<file path="src/rtl/multiplier_control.sv">
`default_nettype none
// ============================================================================
// Module   : multiplier_control
// Purpose  : Control unit for the add-shift multiplier. It synchronizes and
//            edge-detects the Run and ClearA_LoadB buttons, then sequences
//            CLEAR, WIDTH ADD/SHIFT pairs (subtract on the sign bit) and HOLD.
// Revision : 1.0 - initial release
// ============================================================================
module multiplier_control #(
    parameter int WIDTH       = 8,
    parameter int SYNC_STAGES = 2
) (
    input  logic Clk,
    input  logic Reset,
    input  logic Run,
    input  logic ClearA_LoadB,
    input  logic M,
    output logic Clr_XA,
    output logic Ld_B,
    output logic Ld_XA,
    output logic Fn,
    output logic Shift_En,
    output logic Busy,
    output logic Done
);

    localparam int CW = $clog2(WIDTH);
    localparam logic [CW-1:0] LAST = CW'(WIDTH - 1);

    typedef enum logic [2:0] {
        IDLE  = 3'd0,
        LOADB = 3'd1,
        CLEAR = 3'd2,
        ADD   = 3'd3,
        SHIFT = 3'd4,
        HOLD  = 3'd5
    } state_t;

    state_t state;
    state_t state_next;

    logic [SYNC_STAGES-1:0] run_sync;
    logic [SYNC_STAGES-1:0] clb_sync;
    logic                   run_prev;
    logic                   clb_prev;
    logic [CW-1:0]          count;

    // Released buttons read as 1, so every stage resets to 1 so that no
    // spurious press edge appears when reset is released.
    logic run_synced;
    logic clb_synced;
    logic run_edge;
    logic clb_edge;

    assign run_synced = run_sync[SYNC_STAGES-1];
    assign clb_synced = clb_sync[SYNC_STAGES-1];
    assign run_edge   = run_prev & ~run_synced;
    assign clb_edge   = clb_prev & ~clb_synced;

    // Button synchronizer chains plus the previous-value flops for edge detect.
    always_ff @(posedge Clk or negedge Reset) begin
        if (!Reset) begin
            run_sync <= '1;
            clb_sync <= '1;
            run_prev <= 1'b1;
            clb_prev <= 1'b1;
        end else begin
            run_sync <= {run_sync[SYNC_STAGES-2:0], Run};
            clb_sync <= {clb_sync[SYNC_STAGES-2:0], ClearA_LoadB};
            run_prev <= run_synced;
            clb_prev <= clb_synced;
        end
    end

    // Iteration counter: cleared in CLEAR, advanced in SHIFT, never wraps.
    always_ff @(posedge Clk or negedge Reset) begin
        if (!Reset) begin
            count <= '0;
        end else if (state == CLEAR) begin
            count <= '0;
        end else if ((state == SHIFT) && (count != LAST)) begin
            count <= count + 1'b1;
        end
    end

    // State register.
    always_ff @(posedge Clk or negedge Reset) begin
        if (!Reset) begin
            state <= IDLE;
        end else begin
            state <= state_next;
        end
    end

    // Next-state and Moore output decode (Ld_XA additionally gated by M).
    always_comb begin
        state_next = state;
        Clr_XA     = 1'b0;
        Ld_B       = 1'b0;
        Ld_XA      = 1'b0;
        Fn         = 1'b0;
        Shift_En   = 1'b0;
        Busy       = 1'b0;
        Done       = 1'b0;
        case (state)
            IDLE: begin
                if (run_edge) begin
                    state_next = CLEAR;
                end else if (clb_edge) begin
                    state_next = LOADB;
                end
            end
            LOADB: begin
                Clr_XA     = 1'b1;
                Ld_B       = 1'b1;
                state_next = IDLE;
            end
            CLEAR: begin
                Clr_XA     = 1'b1;
                Busy       = 1'b1;
                state_next = ADD;
            end
            ADD: begin
                Busy       = 1'b1;
                Ld_XA      = M;
                Fn         = (count == LAST);
                state_next = SHIFT;
            end
            SHIFT: begin
                Busy       = 1'b1;
                Shift_En   = 1'b1;
                state_next = (count == LAST) ? HOLD : ADD;
            end
            HOLD: begin
                Done = 1'b1;
                if (run_synced) begin
                    state_next = IDLE;
                end
            end
            default: begin
                state_next = IDLE;
            end
        endcase
    end

endmodule
`default_nettype wire
</file>
<file path="config.mk">
export PLATFORM = sky130hd
export DESIGN_NAME = multiplier_control
export DESIGN_NICKNAME = d
export VERILOG_FILES = /design/src/rtl/multiplier_control.sv
export SDC_FILE = /design/constraint.sdc
export NUM_CORES = 1
export LEC_CHECK = 0
export ABC_AREA = 0
export CAP_MARGIN = 0
export CORE_AREA = 2 2 39 41
export CTS_CLUSTER_SIZE = 14
export DETAILED_ROUTE_END_ITERATION = 7
export DIE_AREA = 0 0 41 43
export PLACE_DENSITY = 0.67
export SLEW_MARGIN = 20
export SYNTH_ARGS = -nofsm -noshare
export SYNTH_HDL_FRONTEND = slang
export SYNTH_SLANG_ARGS = --single-unit
</file>
<file path="constraint.sdc">
create_clock -name Clk -period 2.3 [get_ports Clk]
set_input_delay 0.345 -clock Clk [delete_from_list [all_inputs] [get_ports Clk]]
set_output_delay 0.345 -clock Clk [all_outputs]
set_load 0.01 [all_outputs]
</file>
==> results.md <==
- Status: complete, no violations
- Starting Density: just over 40%
- Die height: between 40 and 50 um
- CTS tree: done
- Post-route clock period utilization: 93.14%
- Synthesis Warnings: 0
- Cell area after synthesis: about 570 um2
- Layout fillers: 122
- Post-Route Setup TNS: 0 ns
- Worst vdd ir: 482.1 uV
- Diodes inserted: 0
- Crit path arrival time: about 1.8 ns
- Post-synthesis net count: 60
- Via count: 410
- Antenna violations before repair: 0
- Total congestion overflow: 0
- Setup violators final: 0
- Crit Path Class: reg -> out
- Final Hold Viols: 0
- Port Buffer Count: 11
- I/O pins: 12
- H-Tree Depth: 1
- Worst setup EP type: output pin
- CTS root buffer: clkbuf_4
- Total CTS buffers: 3
- # DRC: 0
- Post-CTS Setup Bufs: 0
- Power Total: approximately 850 uW
- Critical Path RT: roughly 2 ns
- Post-synth cell types: 26
- Inst Count DP: slightly below 80
- Crit path launch type: flop
- Register area share after synthesis: 53.83%
- Placer Congestion: 0.6654
- Layout Cells excl Fill: between 80 and 90
- Clk_lat worst skew: 0.26 ns
- Die footprint: 1763 um2
- Routed Antenna Nets: 0
- Vias per inst: slightly above 5
- Synth area leader: dfstp_2
- First-pass GRT wire length: roughly 1700 um
- Leak: 0.0003008 uW
- Clock-pin slew on the worst setup and hold paths: 0.08 ns
- Routed len/inst: 11.69 um
- Drt pass-1 iters: 4
- Worst-path fanout max: 12
- Layout area overhead: 25.38%
- Core area: 1384 um2
- Synth area leaders: dfstp_2 28%, dfrtp_1 26%, ha_1 4.4%
- Share of cells above drive strength 1: 20.00%
- Mapped Cells: 53
- Vias in the first global route: 409
- Post-Route Skew: 0.008135 ns
- Yosys reg bits: 12
- Cts repair resizes: 0
- Max Freq: between 0.4 and 0.5 GHz
- Yosys top cell area share: 27.57%
- Unrepaired setup endpoints after global routing: false
- Slew headroom: 65.28%
- PwrDens: 1186 nW/um2
- Slew @ Worst Pin: a little over 0.5 ns
- Post-CTS Hold Fix Bufs: 0
- Max-cap violations: 0
- Total Routed Length: ~950 um
- Final Net Count: 73
- Slew Limit Fails: 0
- Chip width: 41 um
- Largest net degree at the start of global routing: 13
- CTS sink cnt: 12
- Initial DRC Count: 5
- Clk buf depth: 2
- Final min period: around 2.1 ns
- Cell Rows: 14
- Hold/Removal Path Class: reg -> reg
- Syn_area_per_cell: 10.79 um2
- Dpl hpwl: 702.7 um
- GRT Util Overall: 14.59%
layer usage:
layer  wire length (um)  vias up  track usage (%)  part of all wire [%]
li1                   -      207                -                     -
met1                430      195            18.40                    45
met2                476        6            22.19                    50
met3                 32        2            4.712                   3.4
met4                  7        0            6.000                  0.74
met5                  0        -                0                     0
power breakdown:
part	switching, uW	internal, uW	total [uW]
clock	65.0	96.0	161
combinational	146	192	338
sequential	90.0	262	352
flip-flops by register name, summed over array words and instances, names as in the netlist:
| name | cells |
|---|---|
| clb_sync | 2 |
| state | 3 |
| run_prev | 1 |
| count | 3 |
| run_sync | 2 |
| clb_prev | 1 |
through the flow:
step / hold WS (ns) / util [%] / instance area (um2) / worst slack, ns
6_report: 0.3547 / 51.81 / 716.9 / 0.1578
3_5_place_dp: 0.3473 / 49.19 / 680.7 / 0.4632
4_1_cts: 0.3573 / 51.81 / 716.9 / 0.1608
2_1_floorplan: 0.04941 / - / 571.8 / 0.8323
5_1_grt: 0.3670 / 51.81 / 716.9 / 0.03910
3_3_place_gp: 0.3458 / 49.19 / 680.7 / 0.4693
cell usage after synthesis (all sizes together):
cell type,instances
o22ai,1
o21ai,4
nand2b,3
nor2,6
a221o,1
nand2,2
nor2b,3
inv,2
o21bai,1
and2,2
nor3,1
or2,1
dfrtp,6
o2bb2ai,2
xnor2,1
a32o,1
nor3b,2
buf,3
dfstp,6
ha,2
a21oi,3
path summary, 6_finish.rpt:
kind | from | to | slack, ns | cells after the start
setup / recovery | state[2] | Ld_XA | 0.16 | 4
min in group asynchronous | Reset | state[0] | 0.42 | 1
hold reg to reg | run_sync[0] | run_sync[1] | 0.35 | 0
max in group asynchronous | Reset | run_sync[0] | 1.51 | 1
setup reg to reg | count[0] | count[0] | 0.69 | 5
hold / removal | run_sync[0] | run_sync[1] | 0.35 | 0
critical path, cell delays in order, from the launching register on:
cell	delay [ns]
dfrtp_1	0.52
nand2b_1	0.24
nor2_1	0.12
and2_1	0.13
clkdlybuf4s50_1	0.53
cells in the final DEF (no fill, tap or decap), drive strengths merged, types with 3 or more instances in the layout:
| cell | synthesis | routed |
|---|---|---|
| clkdlybuf4s50 | 0 | 11 |
| nor2 | 6 | 6 |
| dfstp | 6 | 6 |
| dfrtp | 6 | 6 |
| clkbuf | 0 | 4 |
| o21ai | 4 | 4 |
| nand2b | 3 | 3 |
| nor2b | 3 | 3 |
| a21oi | 3 | 3 |
final cells by class:
cell class / count / area, um2 / area share, %
Clock buffer: 4 / 36.28 / 5.061
Inverter: 2 / 7.507 / 1.047
Multi-Input combinational cell: 36 / 235.2 / 32.81
Sequential cell: 12 / 307.8 / 42.93
Tap cell: 16 / 20.02 / 2.792
Timing Repair Buffer: 11 / 110.1 / 15.36
logic make-up (layout without fill, tap and decap cells):
family	Yosys count	in the layout	share of synthesized area, %
simple gates	20	20	19.48
compound gates	13	13	15.76
flops	12	12	53.83
buf+inv	5	17	5.031
fa+ha+maj	2	2	4.376
xor+xnor	1	1	1.532
No activity file was read; power rests on OpenSTA's default activity.
